`src/rtl/io_unit.sv`:
```
// io_unit -- character I/O port for the accumulator CPU.
//
// Holds the input register INPR, the output register OUTR, the flags FGI/FGO,
// the interrupt enable IEN and a registered interrupt request. The control
// unit drives INP/OUT/ION/IOF pulses and the interrupt-cycle acknowledge.
// External devices use valid/ready byte handshakes on both sides.
//
// Optional build macro: IO_RX_FIFO_EN
//   When it is defined, an RX_DEPTH-entry receive FIFO replaces the single
//   INPR register. FGI then means "FIFO not empty", o_inpr shows the FIFO
//   head, and INP pops one entry.
//
// Ports:
//   clk, reset_n          clock (rising edge), async active-low reset
//   i_inp / o_inpr        INP pulse (clears FGI or pops), current INPR value
//   i_out / i_ac          OUT pulse, AC low bits latched into OUTR
//   i_ion/i_iof/i_int_ack set / clear / clear of IEN (a clear wins)
//   o_fgi, o_fgo, o_ien   flags for SKI/SKO and interrupt enable
//   o_irq                 registered IEN & (FGI | FGO)
//   o_tx_drop             sticky: an OUT was ignored because FGO was 0
//   i_rx_*/o_rx_ready     receive handshake from the device
//   o_tx_*/i_tx_ready     transmit handshake toward the device
module io_unit #(
  parameter int CWIDTH   = 8,
  parameter int RX_DEPTH = 4
) (
  input  logic              clk,
  input  logic              reset_n,
  input  logic              i_inp,
  output logic [CWIDTH-1:0] o_inpr,
  input  logic              i_out,
  input  logic [CWIDTH-1:0] i_ac,
  input  logic              i_ion,
  input  logic              i_iof,
  input  logic              i_int_ack,
  output logic              o_fgi,
  output logic              o_fgo,
  output logic              o_ien,
  output logic              o_irq,
  output logic              o_tx_drop,
  input  logic [CWIDTH-1:0] i_rx_data,
  input  logic              i_rx_valid,
  output logic              o_rx_ready,
  output logic [CWIDTH-1:0] o_tx_data,
  output logic              o_tx_valid,
  input  logic              i_tx_ready
);

  // The FIFO build relies on natural pointer wrap, so the depth must be a
  // power of two and at least 2.
  if ((RX_DEPTH < 2) || ((RX_DEPTH & (RX_DEPTH - 1)) != 0)) begin : g_bad_depth
    $error("io_unit: RX_DEPTH must be a power of two and at least 2");
  end

  logic              fgi;
  logic              fgo;
  logic              ien;
  logic              irq;
  logic              tx_valid;
  logic              tx_drop;
  logic [CWIDTH-1:0] outr;
  logic              rx_push;
  logic              rx_pop;
  logic              tx_done;

  assign rx_push = i_rx_valid & o_rx_ready;
  assign rx_pop  = i_inp & fgi;
  assign tx_done = tx_valid & i_tx_ready;

`ifdef IO_RX_FIFO_EN
  localparam int AW = $clog2(RX_DEPTH);
  localparam logic [AW:0] FULL_CNT = (AW+1)'(RX_DEPTH);

  logic [CWIDTH-1:0] mem [RX_DEPTH];
  logic [AW-1:0]     wptr;
  logic [AW-1:0]     rptr;
  logic [AW:0]       count;

  always_ff @(posedge clk or negedge reset_n) begin
    if (!reset_n) begin
      wptr  <= '0;
      rptr  <= '0;
      count <= '0;
    end else begin
      if (rx_push) wptr <= wptr + 1'b1;
      if (rx_pop)  rptr <= rptr + 1'b1;
      // Simultaneous push and pop leaves the occupancy unchanged.
      case ({rx_push, rx_pop})
        2'b10:   count <= count + 1'b1;
        2'b01:   count <= count - 1'b1;
        default: count <= count;
      endcase
    end
  end

  // Storage carries data only, so it is left out of reset.
  always_ff @(posedge clk) begin
    if (rx_push) mem[wptr] <= i_rx_data;
  end

  assign fgi        = (count != '0);
  assign o_rx_ready = (count != FULL_CNT);
  assign o_inpr     = mem[rptr];
`else
  logic [CWIDTH-1:0] inpr;

  // Ready is ~FGI, so a new character and an INP pop can never collide.
  always_ff @(posedge clk or negedge reset_n) begin
    if (!reset_n) begin
      inpr <= '0;
      fgi  <= 1'b0;
    end else if (rx_push) begin
      inpr <= i_rx_data;
      fgi  <= 1'b1;
    end else if (rx_pop) begin
      fgi  <= 1'b0;
    end
  end

  assign o_rx_ready = ~fgi;
  assign o_inpr     = inpr;
`endif

  // FGO=1 implies no transfer in flight, so a load and a device accept are
  // mutually exclusive. An OUT while FGO=0 (including the accept cycle) is
  // dropped and recorded.
  always_ff @(posedge clk or negedge reset_n) begin
    if (!reset_n) begin
      outr     <= '0;
      fgo      <= 1'b1;
      tx_valid <= 1'b0;
      tx_drop  <= 1'b0;
    end else begin
      if (i_out && fgo) begin
        outr     <= i_ac;
        fgo      <= 1'b0;
        tx_valid <= 1'b1;
      end else if (tx_done) begin
        tx_valid <= 1'b0;
        fgo      <= 1'b1;
      end
      if (i_out && !fgo) tx_drop <= 1'b1;
    end
  end

  // IRQ is built from the current register values, so it trails any flag or
  // IEN change by one cycle.
  always_ff @(posedge clk or negedge reset_n) begin
    if (!reset_n) begin
      ien <= 1'b0;
      irq <= 1'b0;
    end else begin
      if (i_iof || i_int_ack) ien <= 1'b0;
      else if (i_ion)         ien <= 1'b1;
      irq <= ien & (fgi | fgo);
    end
  end

  assign o_fgi      = fgi;
  assign o_fgo      = fgo;
  assign o_ien      = ien;
  assign o_irq      = irq;
  assign o_tx_drop  = tx_drop;
  assign o_tx_data  = outr;
  assign o_tx_valid = tx_valid;

endmodule

```
`config.mk`:
```
export PLATFORM = sky130hd
export DESIGN_NAME = io_unit
export DESIGN_NICKNAME = d
export VERILOG_FILES = /design/src/rtl/io_unit.sv
export SDC_FILE = /design/constraint.sdc
export NUM_CORES = 1
export LEC_CHECK = 0
export CAP_MARGIN = 20
export CORE_ASPECT_RATIO = 0.9
export CORE_MARGIN = 2
export CORE_UTILIZATION = 37
export DETAILED_ROUTE_END_ITERATION = 7
export PLACE_DENSITY_LB_ADDON = 0.15
export SLEW_MARGIN = 5
export SYNTH_ARGS = -nofsm -noshare
export SYNTH_HDL_FRONTEND = slang
export SYNTH_SLANG_ARGS = --single-unit
```
`constraint.sdc`:
```
create_clock -name clk -period 1.2 [get_ports clk]
set_input_delay 0.18 -clock clk [delete_from_list [all_inputs] [get_ports clk]]
set_output_delay 0.18 -clock clk [all_outputs]
set_load 0.1 [all_outputs]
```
==> results.md <==
- Synth warn: 0
- First-pass GRT wire length: 3.07 mm
- Power Dens Cells: 2810 nW/um^2
- Initial antenna violation count: 0
- Skew final: 0.0130 ns
- Status: complete, but fails checks
- CTS root buf: clkbuf_4
- Slew of the pin with the lowest slew margin: 0.276 ns
- Post-Syn Instances: 52
- Routed Antenna Nets: 0
- Synth Flop Type: dfrtp_1
- Yosys cell types: 15
- DP Wirelength: 1.37 mm
- CTS tree: done
- Failing checks: negative setup slack
- Drt pass-1 iters: 1
- Most frequent cells after synthesis: dfrtp_1 (21), mux2_2 (8), mux2_4 (8)
- Congestion Overflow GR: 0
- Die Y-Extent: 49.4 um
- Top cell type's share of synthesized area: 0.621
- Reg clk slew, reported paths: 0.13 ns
- Post-route cell area: 1720 um^2
- Area growth, synth to finish: 103%
- Share of post-route cells with drive strength above 1: 0.518
- Leading area contributor after synthesis: dfrtp_1
- I/O pin cnt: 48
- Post-synth EDFFs: 0
- DRC viols: 0
- Vias in the first global route: 638
- Final core occ: 0.796
- Die width: 54.4 um
- Later-pin clock latency in the skew report: 0.31 ns
- Synth async-reset ratio: 1.00
- Placed inst area: 1620 um^2
- DR vias: 619
- Port buffer count: 47
- Non-Filler Instances: 137
- Core footprint: 2160 um^2
- Netlist Area Pre-Place: 846 um^2
- Final setup fails: 19
- CTS HTree Levels: 1
- Static leakage: 0.753 nW
- RSZ-0062 raised after global routing: yes
- Peak VDD IR: 0.00240 V
- Die Area: 2690 um^2
- Avg Cell Area, Syn: 16.3 um^2
- Placed insts: 129
- Crit end category: primary output
- Post-synthesis sequential area ratio: 0.652
- # nets final: 136
- Max cap viols: 0
- Total wire length: 1.94 mm
- Cell with the most instances after synthesis: dfrtp_1
- Final Hold Vio Count: 0
- Crit start category: register
- # fillers: 138
- Setup CP Type: reg -> out
- Starting density of the core: 0.391
- Fmax: 0.738 GHz
- CTS buffer count: 3
- Num Clock Sinks: 22
- Setup TNS Final: -0.998 ns
- Crit path max fanout: 3
- Fin crit period: 1.36 ns
- Hold WC Path Type: in -> async
- Slew HR: 0.816
- Num rows: 16
- Syn_nets: 77
- DR iter-0 viols: 0
- Wirelength per Cell: 14.1 um
- Final Max Tran Viols: 0
- Via density: 4.52
- GRT Total Usage: 0.165
- Data arrival, critical path: 1.18 ns
- Largest net degree at the start of global routing: 23
- Area contributors post-synth: dfrtp_1 (62%), mux2_4 (14%), mux2_2 (11%), dfstp_2 (3.1%), buf_6 (1.3%)
- RD Place Congestion: 0.677
- Fin worst setup slack: -0.155 ns
- Required @ worst endpoint: 1.02 ns
- Period utilization: 1.13
- Inserted Diodes: 0
- Pre-CTS setup slack: -0.242 ns
- Flops & latches, synth: 22
- Clock tree buffer depth: 2
-- layer usage --
metal | vias up | track usage | part of all wire
met4 | 0 | 0.0500 | 0.0047
met5 | - | 0 | 0
met3 | 2 | 0.0767 | 0.094
met2 | 32 | 0.267 | 0.53
li1 | 296 | - | -
met1 | 289 | 0.188 | 0.37
-- report_power, final --
group / leakage [nW] / internal, mW / switching [mW]
Clock: 0.0279 / 0.338 / 0.224
Combinational: 0.467 / 1.17 / 1.89
Sequential: 0.258 / 0.969 / 0.237
Total: 0.753 / 2.47 / 2.35
-- flip-flops by register name, summed over array words and instances, names as in the netlist --
signal,count
o_fgi,1
o_tx_data,8
o_ien,1
o_irq,1
o_fgo,1
o_tx_drop,1
o_tx_valid,1
o_inpr,8
-- cells in the final DEF (no fill, tap or decap) --
cell type | Yosys | routed
buf_12 | 0 | 23
bufinv_16 | 0 | 1
nand2_8 | 0 | 1
nor2_1 | 1 | 1
o21ai_0 | 2 | 1
buf_4 | 0 | 5
nand3b_1 | 1 | 1
buf_6 | 1 | 3
mux2_2 | 8 | 8
dfrtp_2 | 0 | 2
nor3_1 | 1 | 1
dfstp_4 | 0 | 1
mux2_4 | 8 | 8
dfrtp_1 | 21 | 18
clkdlybuf4s50_1 | 0 | 24
nor2b_1 | 1 | 1
o21a_1 | 1 | 1
clkinvlp_4 | 0 | 1
inv_1 | 3 | 2
o21bai_1 | 1 | 1
clkbuf_4 | 0 | 3
o21ai_1 | 0 | 1
a21o_1 | 1 | 1
dfrtp_4 | 0 | 1
-- worst paths after layout --
check	start	endpoint	slack, ns	depth (start not counted)
setup / recovery	o_fgi	o_rx_ready	-0.16	3
hold / removal	reset_n	o_tx_valid	0.20	2
setup reg to reg	o_fgo	o_tx_data[6]	-0.05	3
hold reg to reg	o_tx_drop	o_tx_drop	0.55	1
max in group asynchronous	reset_n	o_fgo	0.74	2
min in group clk	i_inp	o_fgi	0.41	2
-- area by class of cell --
class | instances | area [um^2] | area share
Clock inverter | 1 | 30.0 | 0.0175
Multi-Input combinational cell | 26 | 285 | 0.166
Timing Repair Buffer | 55 | 772 | 0.449
Sequential cell | 22 | 562 | 0.327
Clock buffer | 3 | 22.5 | 0.0131
Inverter | 3 | 15.0 | 0.00873
Tap cell | 27 | 33.8 | 0.0196
-- critical path: stages (launching register included) --
cell,delay [ns]
dfrtp_4,0.49
buf_6,0.13
clkinvlp_4,0.08
buf_12,0.17
-- kinds of logic (layout without fill, tap and decap cells) --
kind of cell / Yosys count / count (layout) / share of synthesized area
AO/OA/AOI/OAI: 5 / 5 / 0.0385
buffers and inverters: 4 / 62 / 0.0266
flip-flops: 22 / 22 / 0.652
multiplexers: 16 / 16 / 0.249
AND/OR/NAND/NOR: 5 / 5 / 0.0340
-- stage by stage --
| stage | hold WS [ns] | power (mW) |
|---|---|---|
| floorplan | -0.116 | 3.01 |
| global placement | 0.513 | 4.21 |
| detailed placement | 0.512 | 4.24 |
| CTS | 0.196 | 4.85 |
| global route | 0.219 | 4.98 |
| finish | 0.195 | 4.83 |
-- what timing repair did --
| item | in CTS | in global routing |
|---|---|---|
| resized for setup | 4 | 1 |
| setup buffers | 2 | 2 |
| gates cloned | 0 | 0 |
| endpoints found under the setup margin | 11 | 19 |
| hold buffers | 0 | 0 |
No activity file was read; power rests on OpenSTA's default activity.
